$ cat src/rtl/decap_packet_pkg.sv
// Shared definitions for the Aurora flit encapsulator/decapsulator pair.
// Holds the DFX word geometry, the 9-bit flit header layout and the
// decapsulator state encoding.
package decap_packet_pkg;

    // DFX word geometry
    localparam int unsigned DATA_DFX_WIDTH = 1034;
    localparam int unsigned HEADER_WIDTH   = 9;
    localparam int unsigned PAYLOAD_WIDTH  = 55;
    localparam int unsigned NUMBER_PACKET  = 19;

    // Flit index counter width (0..NUMBER_PACKET-1)
    localparam int unsigned INDEX_WIDTH    = 5;

    // Header field offsets: {router_id[8:7], flit_cnt[6:2], ttl[1:0]}
    localparam int unsigned HDR_TTL_LSB    = 0;
    localparam int unsigned HDR_TTL_WIDTH  = 2;
    localparam int unsigned HDR_CNT_LSB    = 2;
    localparam int unsigned HDR_CNT_WIDTH  = 5;
    localparam int unsigned HDR_RID_LSB    = 7;
    localparam int unsigned HDR_RID_WIDTH  = 2;

    // Flit header as carried in bits [8:0] of every flit
    typedef struct packed {
        logic [HDR_RID_WIDTH-1:0] router_id;
        logic [HDR_CNT_WIDTH-1:0] flit_cnt;
        logic [HDR_TTL_WIDTH-1:0] ttl;
    } pkt_header_t;

    // Decapsulator state machine
    typedef enum logic [0:0] {
        ST_IDLE    = 1'b0,
        ST_COLLECT = 1'b1
    } decap_state_e;

endpackage

$ cat src/rtl/decap_packet_flit_gap_timer.sv
// flit_gap_timer: counts consecutive idle cycles while a packet is being
// collected and flags the cycle in which the gap reaches TIMEOUT_CYCLES.
// Ports:
//   clk, rst  - clock, synchronous active-high reset
//   clear     - restart the gap count (valid flit seen or not collecting)
//   enable    - this cycle is an idle cycle inside a packet
//   expired   - combinational: this idle cycle is the TIMEOUT_CYCLES-th one
module flit_gap_timer #(
    parameter int unsigned TIMEOUT_CYCLES = 32
) (
    input  logic clk,
    input  logic rst,
    input  logic clear,
    input  logic enable,
    output logic expired
);

    localparam int unsigned CNT_WIDTH = $clog2(TIMEOUT_CYCLES + 1);
    localparam logic [CNT_WIDTH-1:0] CNT_LAST = CNT_WIDTH'(TIMEOUT_CYCLES - 1);

    logic [CNT_WIDTH-1:0] cnt_q;
    logic [CNT_WIDTH-1:0] cnt_d;

    // Gap count and expiry detect; the count restarts once it has expired
    always_comb begin
        cnt_d   = cnt_q;
        expired = 1'b0;
        if (clear) begin
            cnt_d = '0;
        end else if (enable) begin
            if (cnt_q == CNT_LAST) begin
                expired = 1'b1;
                cnt_d   = '0;
            end else begin
                cnt_d = cnt_q + CNT_WIDTH'(1);
            end
        end
    end

    // Gap count register
    always_ff @(posedge clk) begin
        if (rst) begin
            cnt_q <= '0;
        end else begin
            cnt_q <= cnt_d;
        end
    end

endmodule

$ cat src/rtl/decap_packet.sv
// decap_packet: reassembles a 1034-bit DFX word from 19 Aurora flits.
// Each flit is {payload[54:0], header[8:0]}; flits 0..17 contribute 55
// payload bits each, flit 18 contributes the top 44 bits. The packet header
// is latched from flit 0 and every later flit must carry the same header.
// The completed word is presented on a valid/ready output register.
// Ports:
//   clk, rst          - clock, synchronous active-high reset
//   data_out_port_0   - received flit
//   data_decap_valid  - flit qualifier (no backpressure upstream)
//   data_dfx_recv     - reassembled DFX word
//   header_pkt_recv   - header of the reassembled packet
//   dfx_recv_valid    - output word valid
//   dfx_recv_ready    - consumer accepts the output word
//   hdr_err           - pulse: header changed mid-packet, packet dropped
//   timeout_err       - pulse: idle gap too long mid-packet, packet dropped
//   overflow_err      - pulse: completed packet dropped, output still held
module decap_packet
    import decap_packet_pkg::*;
#(
    parameter int unsigned DATA_WIDTH        = 1024,
    parameter int unsigned ADDR_WIDTH        = 10,
    parameter int unsigned DATA_DFX_WIDTH    = decap_packet_pkg::DATA_DFX_WIDTH,
    parameter int unsigned NUMBER_PACKET     = decap_packet_pkg::NUMBER_PACKET,
    parameter int unsigned HEADER_WIDTH      = decap_packet_pkg::HEADER_WIDTH,
    parameter int unsigned AURORA_DATA_WIDTH = 64,
    parameter int unsigned PAYLOAD_WIDTH     = decap_packet_pkg::PAYLOAD_WIDTH,
    parameter int unsigned TIMEOUT_CYCLES    = 32
) (
    input  logic                               clk,
    input  logic                               rst,
    input  logic [AURORA_DATA_WIDTH-1:0]       data_out_port_0,
    input  logic                               data_decap_valid,
    output logic [DATA_WIDTH+ADDR_WIDTH-1:0]   data_dfx_recv,
    output logic [HEADER_WIDTH-1:0]            header_pkt_recv,
    output logic                               dfx_recv_valid,
    input  logic                               dfx_recv_ready,
    output logic                               hdr_err,
    output logic                               timeout_err,
    output logic                               overflow_err
);

    // Last flit index and the number of payload bits it carries
    localparam int unsigned LAST_IDX  = NUMBER_PACKET - 1;
    localparam int unsigned TAIL_BITS = DATA_DFX_WIDTH - LAST_IDX * PAYLOAD_WIDTH;

    decap_state_e              state_q;
    decap_state_e              state_d;
    logic [INDEX_WIDTH-1:0]    idx_q;
    logic [INDEX_WIDTH-1:0]    idx_d;
    pkt_header_t               hdr_q;
    pkt_header_t               hdr_d;
    logic [DATA_DFX_WIDTH-1:0] asm_q;
    logic [DATA_DFX_WIDTH-1:0] asm_d;
    logic [DATA_DFX_WIDTH-1:0] dout_q;
    logic [DATA_DFX_WIDTH-1:0] dout_d;
    pkt_header_t               hout_q;
    pkt_header_t               hout_d;
    logic                      vld_q;
    logic                      vld_d;
    logic                      hdr_err_q;
    logic                      hdr_err_d;
    logic                      to_err_q;
    logic                      to_err_d;
    logic                      ovf_err_q;
    logic                      ovf_err_d;

    pkt_header_t               flit_hdr;
    logic [PAYLOAD_WIDTH-1:0]  flit_pay;
    logic [TAIL_BITS-1:0]      flit_tail;
    logic                      collecting;
    logic                      hdr_mismatch;
    logic                      last_flit;
    logic                      complete;
    logic                      can_load;
    logic                      gap_clear;
    logic                      gap_enable;
    logic                      gap_expired;

    // Flit field split
    assign flit_hdr  = pkt_header_t'(data_out_port_0[HEADER_WIDTH-1:0]);
    assign flit_pay  = data_out_port_0[HEADER_WIDTH +: PAYLOAD_WIDTH];
    assign flit_tail = data_out_port_0[HEADER_WIDTH +: TAIL_BITS];

    assign collecting   = (state_q == ST_COLLECT);
    assign hdr_mismatch = (flit_hdr != hdr_q);
    assign last_flit    = (idx_q == INDEX_WIDTH'(LAST_IDX));
    assign complete     = collecting && data_decap_valid && !hdr_mismatch && last_flit;
    // Output register can take a new word if empty or being drained this cycle
    assign can_load     = !vld_q || dfx_recv_ready;

    // Idle gaps are only timed while a packet is open
    assign gap_clear  = !collecting || data_decap_valid;
    assign gap_enable = collecting && !data_decap_valid;

    flit_gap_timer #(
        .TIMEOUT_CYCLES (TIMEOUT_CYCLES)
    ) u_gap_timer (
        .clk     (clk),
        .rst     (rst),
        .clear   (gap_clear),
        .enable  (gap_enable),
        .expired (gap_expired)
    );

    // State register
    always_ff @(posedge clk) begin
        if (rst) begin
            state_q <= ST_IDLE;
        end else begin
            state_q <= state_d;
        end
    end

    // Next-state logic
    always_comb begin
        state_d = state_q;
        case (state_q)
            ST_IDLE: begin
                if (data_decap_valid) begin
                    state_d = ST_COLLECT;
                end
            end
            ST_COLLECT: begin
                if (gap_expired) begin
                    state_d = ST_IDLE;
                end else if (data_decap_valid && (hdr_mismatch || last_flit)) begin
                    state_d = ST_IDLE;
                end
            end
            default: state_d = ST_IDLE;
        endcase
    end

    // Datapath and output next values
    always_comb begin
        idx_d     = idx_q;
        hdr_d     = hdr_q;
        asm_d     = asm_q;
        dout_d    = dout_q;
        hout_d    = hout_q;
        vld_d     = vld_q;
        hdr_err_d = 1'b0;
        to_err_d  = 1'b0;
        ovf_err_d = 1'b0;

        case (state_q)
            ST_IDLE: begin
                if (data_decap_valid) begin
                    hdr_d                    = flit_hdr;
                    asm_d[PAYLOAD_WIDTH-1:0] = flit_pay;
                    idx_d                    = INDEX_WIDTH'(1);
                end
            end
            ST_COLLECT: begin
                if (gap_expired) begin
                    to_err_d = 1'b1;
                    idx_d    = '0;
                end else if (data_decap_valid) begin
                    if (hdr_mismatch) begin
                        // Offending flit is dropped; it does not open a packet
                        hdr_err_d = 1'b1;
                        idx_d     = '0;
                    end else if (last_flit) begin
                        asm_d[LAST_IDX*PAYLOAD_WIDTH +: TAIL_BITS] = flit_tail;
                        idx_d = '0;
                    end else begin
                        // Constant-slice decode of the flit slot
                        for (int unsigned k = 1; k < LAST_IDX; k++) begin
                            if (idx_q == INDEX_WIDTH'(k)) begin
                                asm_d[k*PAYLOAD_WIDTH +: PAYLOAD_WIDTH] = flit_pay;
                            end
                        end
                        idx_d = idx_q + INDEX_WIDTH'(1);
                    end
                end
            end
            default: begin
                idx_d = '0;
            end
        endcase

        // Drain, then possibly reload in the same cycle
        if (vld_q && dfx_recv_ready) begin
            vld_d = 1'b0;
        end
        if (complete) begin
            if (can_load) begin
                dout_d = asm_d;
                hout_d = hdr_q;
                vld_d  = 1'b1;
            end else begin
                ovf_err_d = 1'b1;
            end
        end
    end

    // Datapath and output registers
    always_ff @(posedge clk) begin
        if (rst) begin
            idx_q     <= '0;
            hdr_q     <= '0;
            asm_q     <= '0;
            dout_q    <= '0;
            hout_q    <= '0;
            vld_q     <= 1'b0;
            hdr_err_q <= 1'b0;
            to_err_q  <= 1'b0;
            ovf_err_q <= 1'b0;
        end else begin
            idx_q     <= idx_d;
            hdr_q     <= hdr_d;
            asm_q     <= asm_d;
            dout_q    <= dout_d;
            hout_q    <= hout_d;
            vld_q     <= vld_d;
            hdr_err_q <= hdr_err_d;
            to_err_q  <= to_err_d;
            ovf_err_q <= ovf_err_d;
        end
    end

    assign data_dfx_recv   = dout_q;
    assign header_pkt_recv = hout_q;
    assign dfx_recv_valid  = vld_q;
    assign hdr_err         = hdr_err_q;
    assign timeout_err     = to_err_q;
    assign overflow_err    = ovf_err_q;

endmodule

$ cat config.mk
export PLATFORM = sky130hd
export DESIGN_NAME = decap_packet
export DESIGN_NICKNAME = d
export VERILOG_FILES = /design/src/rtl/decap_packet_pkg.sv /design/src/rtl/decap_packet_flit_gap_timer.sv /design/src/rtl/decap_packet.sv
export SDC_FILE = /design/constraint.sdc
export NUM_CORES = 2
export LEC_CHECK = 0
export CORE_AREA = 2 2 433 435
export DETAILED_ROUTE_END_ITERATION = 6
export DIE_AREA = 0 0 435 437
export GPL_ROUTABILITY_DRIVEN = 1
export GPL_TIMING_DRIVEN = 0
export PLACE_DENSITY_LB_ADDON = 0.05
export RECOVER_POWER = 50
export SLEW_MARGIN = 10
export SYNTH_ARGS = -nofsm -noshare
export SYNTH_HDL_FRONTEND = slang
export SYNTH_HIERARCHICAL = 1
export SYNTH_SLANG_ARGS = --single-unit
export TNS_END_PERCENT = 5
$ cat constraint.sdc
create_clock -name clk -period 2.8 [get_ports clk]
set_input_delay 0.28 -clock clk [delete_from_list [all_inputs] [get_ports clk]]
set_output_delay 0.28 -clock clk [all_outputs]
set_load 0.05 [all_outputs]
==> results.ini <==
[outcome]
status=finished, violations left
violations=setup timing

[critical_path]
path_buf_inv=4
ff2ff_path_depth=12
arrival_ps=3650
cp_top_family=simple AND/OR/NAND/NOR gates
slowest_stage=or4_4
worstPathRequired_ps=3510
max_stage_delay_ps=740
rr_endpoint=asm_q[611]
start_kind=flip-flop
r2r_slack_ps=-140
path_max_fanout=8
reg2reg_from=collecting
end_kind=flip-flop
cp_cell_sequence=buf_8 -> nand2b_4 -> clkinvlp_4 -> nand3_4 -> nor4_4 -> nand3b_1 -> buf_6 -> or3_4 -> or4_4 -> clkbuf_16 -> nand2_2 -> a21oi_1
critPathLaunch=collecting
path_class=reg -> reg

[synthesis]
synth_top_family_by_area=compound AO/OA/AOI/OAI gates
synth_compound_area_share_pct=18.6
yosys.area.top_type=dfxtp_1
yosys_warnings=6
yosys-top-cells-area=dfxtp_1, nand2_1, a21oi_1
seq_area_frac_synth_pct=59.6
netlist.area_leader.share_pct=59.6
netlist_area_mm2=0.0706
synthAdderAreaFrac_pct=0.106
synthMuxAreaShare_pct=1.43
ys_types=48
synthXorXnorAreaFrac_pct=0.161
syn_avg_cell_area_um2=9.13
ys_ff_latch=2102
synthCells=7730
synth_edf_count=0
synthArstFlopShare_pct=0
yosys.area_share.simple_pct=15.6
synth_fp_nets=7804
dominantRegCellSynth=dfxtp_1

[clock_network]
clkTransAtPathRegs_ps=60
root_buffer=clkbuf_16
numCtsBuffers=217
clockBufferDepth=3
clock_latency_ps=860
cts_sinks=2102
cts_tree=yes
htree_levels=4

[timing]
slew_headroom_pct=5.44
fin_crit_ps=2940
fin_skew_ps=38.4
fin_ws_ps=-138
rsz0062_at_grt=true
finalMaxSlewViolations=0
setup-violations-final=166
fmax_ghz=0.340
finalSetupTns_ps=-10860
finalHoldViolCount=0
worstMarginPinSlew_ps=1420
period_share_pct=105

[floorplan]
die-area_mm2=0.190
rows=158
coreArea_mm2=0.185
ios=1115
die_x_um=435
dieHeight_um=437
initial_core_util_pct=38.1

[placed_design]
gp_congestion=0.912
portBuffers=1070
placed_area_mm2=0.0846
dp_slack_ps=-2090
dp_hpwl_um=239000

[cells_and_area]
n_fill_cell=17378
design_area_mm2=0.0939
fin_nets=9174
syn_to_final_growth_pct=33.1
drive_above_1_share_pct=10.2
post-route-util_pct=50.7

[global_routing]
met1_usage_pct=37.6
grt_util_met3_pct=6.98
grt-busiest-layer=met2
grt_usage_pct=32.5
grt_max_degree=17
grt_util_met2_pct=55.1
antenna_found_initial=34
grt_pass1_vias=58697
grt_pass1_wl_um=442000
overflow=0

[route]
routed_wl_um=324000
via_per_inst=5.28
postRouteAntennaNets=0
drt_iter0_markers=4572
first_pass_iters=6
wl_per_cell_um=27.5
drc=0
vias=62239

[pwr]
leakage_uw=0.0324
vdd_ir_drop_max_mv=0.516
p_total_uw=61000
power_density_mw_per_mm2=650

[hold_path]
hold_path_class=in -> reg
hp-start=data_out_port_0[15]
hold_end=asm_q[446]
min_path_cells=3

[flow_run]
max-cap-violations=0

-- registers in the layout, indices dropped and copies added (netlist names) --
name	cells
asm_q	1034
collecting	1
data_dfx_recv	1034
dfx_recv_valid	1
hdr_err	1
hdr_q	9
header_pkt_recv	9
idx_q	5
overflow_err	1
timeout_err	1
u_gap_timer/cnt_q	6
-- placed cells by master (no fill, tap or decap), types with 107 or more instances in the layout --
cell                n
a21oi_1          1162
clkbuf_2          194
clkdlybuf4s50_1  1068
clkbuf_16         236
o22ai_1           111
dfxtp_1          2099
nand2_1          2294
clkbuf_1          329
a22o_1            550
nor2_1            162
nand2b_1          116
o2bb2ai_1         107
-- cells in the mapped netlist (4+ instances only) --
library cell	instances
a211oi_1	99
a21oi_1	1165
a22o_1	550
and2_1	33
and4_1	17
buf_1	56
buf_2	52
buf_6	55
clkbuf_1	549
clkbuf_2	5
dfxtp_1	2102
ha_1	6
inv_1	5
mux2i_1	101
nand2_1	2335
nand2b_1	118
nand4_1	20
nor2_1	163
nor3_1	23
nor4_1	4
o21ai_0	4
o22ai_1	111
o2bb2ai_1	110
xnor2_1	5
xor2_1	8
-- timing repair --
action / CTS / global route
endpoints found under the hold margin: 33 / 0
setup endpoints to repair: 2042 / 1954
setup buffers: 42 / 21
cloned: 0 / 13
hold buffers: 12 / 0
pin swaps: 9 / 17
resized for setup: 320 / 349
-- worst register-to-register path, cell delays in order (launching register included) --
cell and delay [ps]:
dfxtp_4 340, buf_8 120, nand2b_4 90, clkinvlp_4 160, nand3_4 110, nor4_4 60
nand3b_1 210, buf_6 170, or3_4 400, or4_4 740, clkbuf_16 280, nand2_2 70
a21oi_1 50
-- per-layer routing --
metal | wire, um | part of all wire [%]
met1 | 124000 | 38
met2 | 156000 | 48
met5 | 78 | 0.024
met4 | 21800 | 6.7
met3 | 22300 | 6.9
-- through the flow --
step                      hold slack (ps)  cells
after global placement                437  11280
after detailed placement              444  11292
final                                49.8  11778
after global routing                 34.5  11775
after CTS                            1.82  11728
after floorplan                       357   7730
-- final cells by class --
cell class,instances,area (um^2),area share [%]
clock buffers,343,6610,7.04
clock inverters,53,503,0.536
multi-input cells,4906,25700,27.3
repair buffers,1168,11800,12.6
flip-flops and latches,2102,42100,44.8
inverters,5,25.0,0.0266
plain buffers,700,4020,4.29
well taps,2480,3100,3.30
diodes,21,52.6,0.0560
-- power breakdown --
group	internal, uW	switching, uW
registers	30000	23.0
clock network	16700	12300
logic	362	1680
total	47000	14000
-- cells by family after synthesis --
family	after synthesis
compound gates	2044
xor+xnor	13
fa+ha+maj	6
buf+inv	723
flops	2102
mux	101
simple gates	2741
-- how the worst max path moves through the flow --
stage,depth (start not counted),to
after floorplan,13,asm_q[610]
after global placement,8,data_dfx_recv[612]
after detailed placement,14,asm_q[943]
after CTS,13,asm_q[652]
after global routing,12,asm_q[634]
final,12,asm_q[611]
(Power assumes the default switching activity.)
